==> config.mk <==
export PLATFORM = sky130hd
export DESIGN_NAME = lfsr_divider
export DESIGN_NICKNAME = d
export VERILOG_FILES = /design/src/rtl/lfsr_div_pkg.sv /design/src/rtl/lfsr_divider_lfsr8.sv /design/src/rtl/lfsr_divider.sv
export SDC_FILE = /design/constraint.sdc
export NUM_CORES = 1
export LEC_CHECK = 0
export CAP_MARGIN = 20
export CORE_ASPECT_RATIO = 0.6
export CORE_MARGIN = 2
export CORE_UTILIZATION = 55
export DETAILED_ROUTE_END_ITERATION = 8
export DONT_BUFFER_PORTS = 1
export GPL_TIMING_DRIVEN = 1
export PLACE_DENSITY = 0.7
export SYNTH_ARGS = -nofsm -noshare
export SYNTH_HDL_FRONTEND = slang
export SYNTH_SLANG_ARGS = --single-unit
==> constraint.sdc <==
create_clock -name clock -period 3.6 [get_ports clock]
set_input_delay 0.72 -clock clock [delete_from_list [all_inputs] [get_ports clock]]
set_output_delay 0.72 -clock clock [all_outputs]
set_load 0.05 [all_outputs]
==> src/rtl/lfsr_div_pkg.sv <==
// Shared definitions for the LFSR clock divider.
//   state_e          : divider FSM states
//   LFSR_LOCKUP      : XNOR LFSR lockup state, never a legal seed
//   TERMINAL_DEFAULT : LFSR state that ends a half-period
//   lfsr8_next       : one step of the 8-bit XNOR LFSR
package lfsr_div_pkg;

  typedef enum logic [1:0] {
    ST_IDLE    = 2'd0,
    ST_RUN     = 2'd1,
    ST_STRETCH = 2'd2,
    ST_FAULT   = 2'd3
  } state_e;

  localparam logic [7:0] LFSR_LOCKUP      = 8'hFF;
  localparam logic [7:0] TERMINAL_DEFAULT = 8'h0F;

  // Taps 8,6,5,4 in XNOR form; matches the upstream mapper's sequence.
  function automatic logic [7:0] lfsr8_next(input logic [7:0] s);
    return {s[6:0], ~(s[7] ^ s[5] ^ s[4] ^ s[3])};
  endfunction

endpackage

==> src/rtl/lfsr_divider_lfsr8.sv <==
// 8-bit XNOR LFSR register.
//   clock, reset : system clock, asynchronous active-high reset (q -> 0)
//   load, seed   : load has priority and copies seed into the register
//   step         : advance one LFSR step when not loading
//   q            : current LFSR state
module lfsr8
  import lfsr_div_pkg::*;
(
  input  logic       clock,
  input  logic       reset,
  input  logic       load,
  input  logic [7:0] seed,
  input  logic       step,
  output logic [7:0] q
);

  logic [7:0] q_q;
  logic [7:0] q_d;

  always_comb begin
    q_d = q_q;
    if (load) begin
      q_d = seed;
    end else if (step) begin
      q_d = lfsr8_next(q_q);
    end
  end

  always_ff @(posedge clock or posedge reset) begin
    if (reset) begin
      q_q <= 8'h00;
    end else begin
      q_q <= q_d;
    end
  end

  assign q = q_q;

endmodule

==> src/rtl/lfsr_divider.sv <==
// Programmable clock divider driven by an 8-bit XNOR LFSR half-period counter.
//   clock    : system clock, rising edge
//   reset    : asynchronous, active-high
//   enable   : synchronous run enable
//   dp       : {seed[7:0], odd} from the mapper, sampled on a done rising edge
//   done     : mapper valid level; its rising edge captures dp
//   clk_out  : divided clock (registered)
//   tick     : one-cycle pulse whenever clk_out changes
//   running  : high in RUN or STRETCH
//   seed_err : high in FAULT
module lfsr_divider
  import lfsr_div_pkg::*;
#(
  parameter logic [7:0] TERMINAL = TERMINAL_DEFAULT
) (
  input  logic       clock,
  input  logic       reset,
  input  logic       enable,
  input  logic [8:0] dp,
  input  logic       done,
  output logic       clk_out,
  output logic       tick,
  output logic       running,
  output logic       seed_err
);

  state_e     state_q, state_d;
  logic       clk_out_q, clk_out_d;
  logic       tick_q, running_q, seed_err_q;
  // seed_q/odd_q hold the most recent capture; act_* is what the counter uses.
  logic [7:0] seed_q, seed_d;
  logic [7:0] act_seed_q, act_seed_d;
  logic       odd_q, odd_d;
  logic       act_odd_q, act_odd_d;
  logic       pend_q, pend_d;
  logic       have_q, have_d;
  logic       done_q;
  // Set once done has been seen low after reset, so a done level that
  // straddles reset release is not mistaken for a fresh rising edge.
  logic       arm_q;

  logic       cap;
  logic [7:0] new_seed;
  logic       new_odd;
  logic       use_new;
  logic       boundary;
  logic       lfsr_load, lfsr_step;
  logic [7:0] lfsr_seed, lfsr_q;

  assign cap      = done & ~done_q & arm_q;
  // A capture on this very edge is newer than anything pending.
  assign new_seed = cap ? dp[8:1] : seed_q;
  assign new_odd  = cap ? dp[0]   : odd_q;
  assign use_new  = cap | pend_q;

  lfsr8 u_lfsr (
    .clock (clock),
    .reset (reset),
    .load  (lfsr_load),
    .seed  (lfsr_seed),
    .step  (lfsr_step),
    .q     (lfsr_q)
  );

  always_comb begin
    state_d    = state_q;
    clk_out_d  = clk_out_q;
    seed_d     = seed_q;
    odd_d      = odd_q;
    pend_d     = pend_q;
    have_d     = have_q;
    act_seed_d = act_seed_q;
    act_odd_d  = act_odd_q;
    lfsr_load  = 1'b0;
    lfsr_step  = 1'b0;
    lfsr_seed  = act_seed_q;
    boundary   = 1'b0;

    if (cap) begin
      seed_d = dp[8:1];
      odd_d  = dp[0];
      pend_d = 1'b1;
      have_d = 1'b1;
    end

    if (!enable && state_q != ST_FAULT) begin
      state_d   = ST_IDLE;
      clk_out_d = 1'b0;
    end else begin
      unique case (state_q)
        ST_IDLE, ST_FAULT: begin
          // IDLE also restarts from a retained seed after enable returns.
          if (cap || (state_q == ST_IDLE && have_q)) begin
            pend_d = 1'b0;
            if (new_seed == LFSR_LOCKUP) begin
              state_d = ST_FAULT;
            end else begin
              lfsr_load  = 1'b1;
              lfsr_seed  = new_seed;
              act_seed_d = new_seed;
              act_odd_d  = new_odd;
              state_d    = ST_RUN;
            end
          end
        end
        ST_RUN: begin
          if (lfsr_q != TERMINAL) begin
            lfsr_step = 1'b1;
          end else if (clk_out_q && act_odd_q) begin
            // Odd divide: hold the high phase one extra cycle.
            state_d = ST_STRETCH;
          end else begin
            boundary = 1'b1;
          end
        end
        ST_STRETCH: begin
          boundary = 1'b1;
        end
        default: begin
          state_d = ST_IDLE;
        end
      endcase

      if (boundary) begin
        if (use_new && new_seed == LFSR_LOCKUP) begin
          pend_d    = 1'b0;
          state_d   = ST_FAULT;
          clk_out_d = 1'b0;
        end else begin
          if (use_new) begin
            pend_d     = 1'b0;
            act_seed_d = new_seed;
            act_odd_d  = new_odd;
          end
          lfsr_load = 1'b1;
          lfsr_seed = use_new ? new_seed : act_seed_q;
          clk_out_d = ~clk_out_q;
          state_d   = ST_RUN;
        end
      end
    end
  end

  always_ff @(posedge clock or posedge reset) begin
    if (reset) begin
      state_q    <= ST_IDLE;
      clk_out_q  <= 1'b0;
      tick_q     <= 1'b0;
      running_q  <= 1'b0;
      seed_err_q <= 1'b0;
      seed_q     <= 8'h00;
      act_seed_q <= 8'h00;
      odd_q      <= 1'b0;
      act_odd_q  <= 1'b0;
      pend_q     <= 1'b0;
      have_q     <= 1'b0;
      done_q     <= 1'b0;
      arm_q      <= 1'b0;
    end else begin
      state_q    <= state_d;
      clk_out_q  <= clk_out_d;
      tick_q     <= clk_out_d ^ clk_out_q;
      running_q  <= (state_d == ST_RUN) || (state_d == ST_STRETCH);
      seed_err_q <= (state_d == ST_FAULT);
      seed_q     <= seed_d;
      act_seed_q <= act_seed_d;
      odd_q      <= odd_d;
      act_odd_q  <= act_odd_d;
      pend_q     <= pend_d;
      have_q     <= have_d;
      done_q     <= done;
      arm_q      <= arm_q | ~done;
    end
  end

  assign clk_out  = clk_out_q;
  assign tick     = tick_q;
  assign running  = running_q;
  assign seed_err = seed_err_q;

endmodule
Word-level counts from Yosys, hierarchy flattened --
Index checks and enable logic that the tools add are counted.
Storage, ports and cells: register bits after elaboration 36, output and inout bits 4, logic and storage cells 96
Operators by class: muxes and demuxes 51, equality and inequality tests 9, bitwise gates (word level) 12, reduce and logical (&&, ||, !) cells 10
Operators by type and width (count):
- $mux W8 | 13
- $mux W1 | 29
- $mux W2 | 7
- $eq A2 B2 Y1 const B | 4
- $eq A8 B8 Y1 const B | 1
- $ne A8 B4 Y1 const B | 1
- $eq A2 B1 Y1 const B | 2
- $logic_and A1 B1 Y1 | 4
- $not A1 Y1 | 4
- $pmux W2 S2 | 1
- $xor A1 B1 Y1 | 4
- $and A1 B1 Y1 | 2
- $logic_not A2 Y1 | 1
- $logic_or A1 B1 Y1 | 2
- $ne A2 B2 Y1 const B | 1
- $or A1 B1 Y1 | 2
- $pmux W1 S2 | 1
- $reduce_bool A2 Y1 | 1
- $reduce_or A2 Y1 | 1
- $logic_not A1 Y1 | 1

Depth between registers and ports, before layout --
Gate-level depths: netlist (run 1).
depth after elaboration 12, mapped depth 9, gate-level depth less buffers 9

Hierarchy --
A second synthesis (run 1) with hierarchy kept.
Unflattened totals: cells, all modules 177, area, all modules 1875.5 um2
By module, submodules not included:
- lfsr_divider | times used 1, area each 1477.7 um2, cells each 138, sequential area each 700.7 um2
- lfsr8 | times used 1, area each 397.9 um2, cells each 39, sequential area each 200.2 um2

Least setup slack after synthesis (run 1) --
OpenSTA, ideal clock, no wires.
kind reg2reg, start point reg u_lfsr.q_q[5], in the netlist u_lfsr.q[5], end point reg act_odd_q, path buffers 1, stages on the path, launching flop included 8, period minus slack after synthesis 2.237 ns, setup slack 1.363 ns, data arrival time 2.112 ns, cells stage by stage dfrtp_1 or4_4 a2111oi_4 o221a_2 o21ai_1 nand2b_4 buf_6 mux2_4
Between the ends: cells in the longest elaborated chain, start to end 5
RTL lines:
- start, declared | RTL line lfsr_divider_lfsr8.sv:17 | logic [7:0] q_q;
- start signal, assigned | RTL line lfsr_divider_lfsr8.sv:33 | q_q <= q_d;
- $ne A8 B4 Y1 | RTL line lfsr_divider.sv:107 | if (lfsr_q != TERMINAL) begin
- $mux W1 | RTL line lfsr_divider.sv:107
- $pmux W1 S2 | RTL line lfsr_divider.sv:90 | unique case (state_q)
- $mux W1 | RTL line lfsr_divider.sv:86 | if (!enable && state_q != ST_FAULT) begin
- $mux W1 | RTL line lfsr_divider.sv:124 | if (boundary) begin
- end signal, assigned | RTL line lfsr_divider.sv:168 | act_odd_q <= act_odd_d;
- end, declared | RTL line lfsr_divider.sv:34 | logic act_odd_q, act_odd_d;
No other way between the ends. The select of a mux whose other input is x is not followed. A chain may end at the register's enable or synchronous reset.

Worst setup path in the final report (run 1) --
start point reg state_q[1], end point reg act_seed_q[1]
Between the ends: cells in the longest elaborated chain, start to end 8, elaborated cells on any way between the ends 16, those cells by class 4 x eq/ne; 7 x mux; 5 x reduce/logical
RTL lines:
- start, declared | RTL line lfsr_divider.sv:27 | state_e state_q, state_d;
- start signal, assigned | RTL line lfsr_divider.sv:160 | state_q <= state_d;
- $logic_not A2 Y1 | RTL line lfsr_divider.sv:90, lfsr_divider.sv:93
- $logic_and A1 B1 Y1 | RTL line lfsr_divider.sv:93 | if (cap || (state_q == ST_IDLE && have_q)) begin
- $logic_or A1 B1 Y1 | RTL line lfsr_divider.sv:93
- $mux W8 | RTL line lfsr_divider.sv:93
- $mux W8 | RTL line lfsr_divider.sv:90
- $mux W8 | RTL line lfsr_divider.sv:130 | if (use_new) begin
- $mux W8 | RTL line lfsr_divider.sv:125 | if (use_new && new_seed == LFSR_LOCKUP) begin
- $mux W8 | RTL line lfsr_divider.sv:124
- end signal, assigned | RTL line lfsr_divider.sv:166 | act_seed_q <= act_seed_d;
- end, declared | RTL line lfsr_divider.sv:32 | logic [7:0] act_seed_q, act_seed_d;
Several ways; a longest one is shown, not always the timed one. The select of a mux whose other input is x is not followed.

==> results.json, run 1 <==
{
  "layout_worst_path_cycle_share": 0.792,
  "async_flop_share": 1.00,
  "via_count": 1311,
  "dr.first_iter.drc_count": 72,
  "fmax_mhz": 351,
  "die_h_um": 49.1,
  "yosys.cell_types.count": 35,
  "seq_area_frac_synth": 0.483,
  "rr_worst_depth": 8,
  "portBuffers": 0,
  "drtPass1Iterations": 4,
  "critPathCaptureType": "register",
  "post-place-ws_ps": 653,
  "tritoncts": "built",
  "cts.sinks": 36,
  "wl_mm": 3.84,
  "gp_congestion": 0.851,
  "io_pins": 17,
  "ctsHoldBuffers": 0,
  "grt_use_total": 0.220,
  "leakagePower_uw": 0.000956,
  "syn_nets": 194,
  "grt_start_max_net_pins": 36,
  "fp-row-count": 16,
  "cts_root_buf": "clkbuf_8",
  "path_class": "reg -> reg",
  "r2r_slack_ps": 750,
  "fin_nets": 199,
  "ant_nets": 0,
  "power_density_nw_per_um2": 847,
  "antenna_found_initial": 0,
  "crit_arrival_ps": 3020,
  "yosysTopAreaCell": "dfrtp_1",
  "syn_area_per_cell_um2": 10.6,
  "synth-edff-count": 0,
  "fin_skew_ps": 8.59,
  "rr_startpoint": "state_q[1]",
  "crit_required_ps": 3770,
  "fin_ws_ps": 750,
  "avgViaCountPerCell": 5.78,
  "grt_pass1_vias": 1277,
  "route.met3.wl_um": 254,
  "setup_viol": 0,
  "status": "complete, no violations",
  "m1WireLength_mm": 1.88,
  "yosysTopAreaCellShare": 0.483,
  "max_cap_violations": 0,
  "worstSkewPairLatency_ps": 290,
  "synth_seq_cells": 36,
  "rsz0062_at_grt": "false",
  "maxUsedRoutingLayer": "met4",
  "hp-class": "in -> async",
  "finalMaxSlewViolations": 0,
  "finalSetupTns_ps": 0,
  "path_max_fanout": 11,
  "finalHoldViolCount": 0,
  "critPathLaunchType": "register",
  "netlist_area_um2": 1860,
  "dr_wl_met2_mm": 1.62,
  "hpwl_mm": 2.83,
  "synthFlopType": "dfrtp_1",
  "syn_to_final_growth_pct": 7.58,
  "clock_path_buffers": 2,
  "ir_drop_v": 0.000329,
  "n_antenna_cell": 0,
  "htreeDepth": 2,
  "die_w_um": 79.2,
  "min_period_ps": 2850,
  "grt_overflow_total": 0,
  "finish.utilization": 0.618,
  "r2r_end": "act_seed_q[1]",
  "core_um2": 3240,
  "postCtsSetupBuffers": 0,
  "relSlewSlack": 0.311,
  "synth_area_leaders": "dfrtp_1, mux2i_1, nand2_1, mux2_4, ha_1",
  "remaining_drc_errors": 0,
  "syn_inst": 176,
  "ys_warn_count": 0,
  "initial_core_util": 0.575,
  "grt_pass1_wl_mm": 6.33,
  "clk_pin_slew_ps": 70,
  "die_area_um2": 3890,
  "wire_per_inst_um": 16.9,
  "worst_pin_slew_ps": 1030,
  "post_cts_resized": 0,
  "cts_made_buffers": 5,
  "drive_gt1_frac": 0.126
}
## where the power goes
group          switching [uW]  total, uW  internal, uW
clock                     140        296           156
sequential                132        670           538
combinational             386        732           346
total                     658       1700          1040
## routing by layer
layer / GRT usage / up-vias
met1: 0.338 / 634
met4: 0.0862 / 0
met5: 0 / -
met3: 0.0630 / 8
met2: 0.290 / 39
li1: - / 630
## registers in the layout (all words and copies together), names as in the netlist, 2 cells and up
register and count:
act_seed_q 8, seed_q 8, state_q 2, u_lfsr.q 8
## metrics by stage
stage	std cells	hold WS (ps)	cell area (um^2)	power, uW
finish	227	151	2010	1700
global placement	219	460	1920	1360
global route	227	154	2010	1810
detailed placement	219	453	1920	1400
CTS	227	147	2010	1700
floorplan	176	435	1860	1260
## synthesized netlist by cell type (2+ instances only)
master	n
o21ai_1	2
dfrtp_1	36
mux2i_1	23
clkbuf_1	3
ha_1	5
nor3_1	3
nor2_1	11
a21oi_1	11
o22ai_1	2
xnor2_1	3
nand4_1	5
a211oi_1	2
nand2b_1	2
o21ai_0	2
inv_1	7
mux2_4	7
nand2_1	34
## kinds of logic (layout without fill, tap and decap cells)
family / after synthesis / after routing / synth area share
DFF: 36 / 36 / 0.483
adders and majority gates: 5 / 5 / 0.0336
AOI/OAI and AO/OA: 29 / 29 / 0.111
muxes: 30 / 30 / 0.180
and+or+nand+nor: 61 / 61 / 0.149
xor gates and xnor gates: 3 / 3 / 0.0141
buffers and inverters: 12 / 18 / 0.0289
## worst max path at each step
stage	slack (ps)	startpoint	end
floorplan	1360	u_lfsr.q[5]	act_odd_q
global placement	700	done	act_seed_q[0]
detailed placement	650	done	act_seed_q[6]
CTS	760	state_q[1]	act_seed_q[6]
global route	600	state_q[1]	act_seed_q[1]
finish	750	state_q[1]	act_seed_q[1]
## placed cells by master (no fill, tap or decap), drive strengths merged
cell     synthesis  layout
nand2           35      35
nor2            11      11
o221a            1       1
o21ai            4       4
o2bb2ai          1       1
or2              1       1
a2111oi          1       1
a221oi           1       1
o32ai            1       1
o22ai            2       2
nand3            1       1
a31o             1       1
a22oi            1       1
or4              1       1
mux2i           23      23
o211ai           1       1
o31ai            1       1
dfrtp           36      36
nand3b           1       1
xnor2            3       3
clkbuf           3       8
a21oi           11      11
nor3             3       3
inv              7       7
nand2b           3       3
mux2             7       7
a211oi           2       2
ha               5       5
a211o            1       1
nand4            5       5
buf              2       3
## worst max-delay path, stage by stage, from the launching register on
cell and delay, ps:
dfrtp_1 420, inv_1 110, ha_1 230, inv_1 130
a2111oi_4 80, o221a_2 270, o21ai_1 790, nand2b_4 380
mux2_4 310
## area by class of cell
cell class              instances  area, um^2
well taps                      45        56.3
flip-flops and latches         36         901
clock buffers                   8        90.1
inverters                       7        26.3
repair buffers                  3        22.5
fillers                       285        1240
multi-input cells             128         910
Note: power is estimated with default switching activity, not from simulation.
==> inputs of run 2 (changes only) <==
PLACE_DENSITY = 0.73   (was 0.7)
clock period = 2.55 ns   (was 3.6 ns; I/O delays follow)
==> run 2 against run 1 <==
Against the previous run:
- cell count up 1.3%
- hold slack better by 50 ps
- sequential cell count did not move
- power is 42% higher
- first-iteration DRC count increased by 1.4%
- die area stayed put
- largest power group unchanged
==> results.json, run 2 (synthesis gave the netlist of run 1 again) <==
{
  "max_cap_violations": 0,
  "ctsHoldBuffers": 0,
  "gp_congestion": 0.954,
  "fin_skew_ps": 6.73,
  "finalMaxSlewViolations": 0,
  "wl_mm": 3.82,
  "postCtsSetupBuffers": 0,
  "cts_made_buffers": 5,
  "portBuffers": 0,
  "finalHoldViolCount": 0,
  "min_period_ps": 2350,
  "path_class": "reg -> reg",
  "leakagePower_uw": 0.000976,
  "remaining_drc_errors": 0,
  "worstSkewPairLatency_ps": 290,
  "fin_nets": 202,
  "grt_start_max_net_pins": 37,
  "n_antenna_cell": 0,
  "antenna_found_initial": 0,
  "cts.sinks": 36,
  "die_h_um": 49.1,
  "tritoncts": "built",
  "avgViaCountPerCell": 5.83,
  "fmax_mhz": 425,
  "dr.first_iter.drc_count": 73,
  "fp-row-count": 16,
  "drtPass1Iterations": 4,
  "ir_drop_v": 0.000519,
  "finalSetupTns_ps": 0,
  "power_density_nw_per_um2": 1190,
  "hold_ws_ps": 201,
  "rsz0062_at_grt": "false",
  "cp_cell_sequence": "or4_4 -> a2111oi_4 -> o21ai_1 -> o2bb2ai_1 -> nand2_2 -> mux2i_1",
  "relSlewSlack": 0.569,
  "setup_viol": 0,
  "fin_area_um2": 2030,
  "grt_pass1_wl_mm": 6.56,
  "dpl_cell_area_um2": 1940,
  "grt_use_total": 0.225,
  "path_max_fanout": 10,
  "critPathCaptureType": "register",
  "status": "complete, no violations",
  "worst_pin_slew_ps": 645,
  "die_area_um2": 3890,
  "syn_to_final_growth_pct": 8.93,
  "ant_nets": 0,
  "hpwl_mm": 2.88,
  "hp-class": "in -> async",
  "mostFrequentLayoutCell": "dfrtp_1",
  "wire_per_inst_um": 16.6,
  "grt_pass1_vias": 1293,
  "clk_pin_slew_ps": 70,
  "drive_gt1_frac": 0.151,
  "post-place-cells": 222,
  "cpMaxStageDelayCell": "or4_4",
  "via_count": 1341,
  "core_um2": 3240,
  "crit_required_ps": 2760,
  "layout_worst_path_cycle_share": 0.922,
  "cts_root_buf": "clkbuf_8",
  "crit_arrival_ps": 2560,
  "final_cell_mix": "dfrtp_1, nand2_1, mux2i_1",
  "critPathLaunchType": "register",
  "io_pins": 17,
  "die_w_um": 79.2,
  "max_stage_delay_ps": 570,
  "grt_overflow_total": 0,
  "fillerInstances": 276,
  "final_cell_count_no_fill": 230,
  "clock_path_buffers": 2,
  "post_cts_resized": 0,
  "initial_core_util": 0.575,
  "htreeDepth": 2
}
==> run 2: changes by cell type in the layout (fill, tap and decap cells not counted), sizes merged <==
cell    change
buf         +3
clkbuf      -2
clkinv      +2
==> run 2: layout make-up <==
cell class	count	area, um^2	share of cell area
well taps	45	56.3	0.0277
clock buffers	6	82.6	0.0407
inverters	7	26.3	0.0129
flip-flops and latches	36	901	0.444
clock inverters	2	10.0	0.00493
multi-input cells	128	910	0.448
repair buffers	6	45.0	0.0222
==> run 2: through the flow <==
step | setup slack, ps | util | power [uW]
detailed placement | 172 | 0.598 | 1990
floorplan | 313 | - | 1780
CTS | 149 | 0.626 | 2420
global placement | 275 | 0.598 | 1940
finish | 198 | 0.626 | 2410
global route | 51.4 | 0.626 | 2570
==> run 2: final timing paths <==
check / start / end / slack, ps / cells past startpoint
worst min-delay path: reset / seed_err / 200 / 2
max in group asynchronous: reset / odd_q / 2010 / 2
worst min register to register: have_q / have_q / 470 / 1
min in group clock: done / done_q / 240 / 0
worst max register to register: u_lfsr.q[5] / u_lfsr.q[7] / 200 / 6
worst max-delay path: u_lfsr.q[5] / u_lfsr.q[7] / 200 / 6
==> run 2: metal layers <==
metal / routed length, um / vias to the layer above / track usage / part of all wire
met5: 0 / - / 0 / 0
met4: 68 / 0 / 0.0661 / 0.018
met3: 309 / 7 / 0.0593 / 0.081
met2: 1570 / 55 / 0.312 / 0.41
met1: 1870 / 641 / 0.346 / 0.49
li1: - / 638 / - / -
==> run 2: critical path, delay by kind of cell, from the launching register on <==
family	cells	cell delay, ps
AO/OA/AOI/OAI	3	810
AND/OR/NAND/NOR	2	790
flip-flops	1	420
multiplexers	1	240
==> run 2: report_power, final <==
part           internal (uW)  total (uW)  switching, uW
Sequential               759         957            197
Clock                    215         418            202
Combinational            504        1040            535
Total                   1480        2410            935
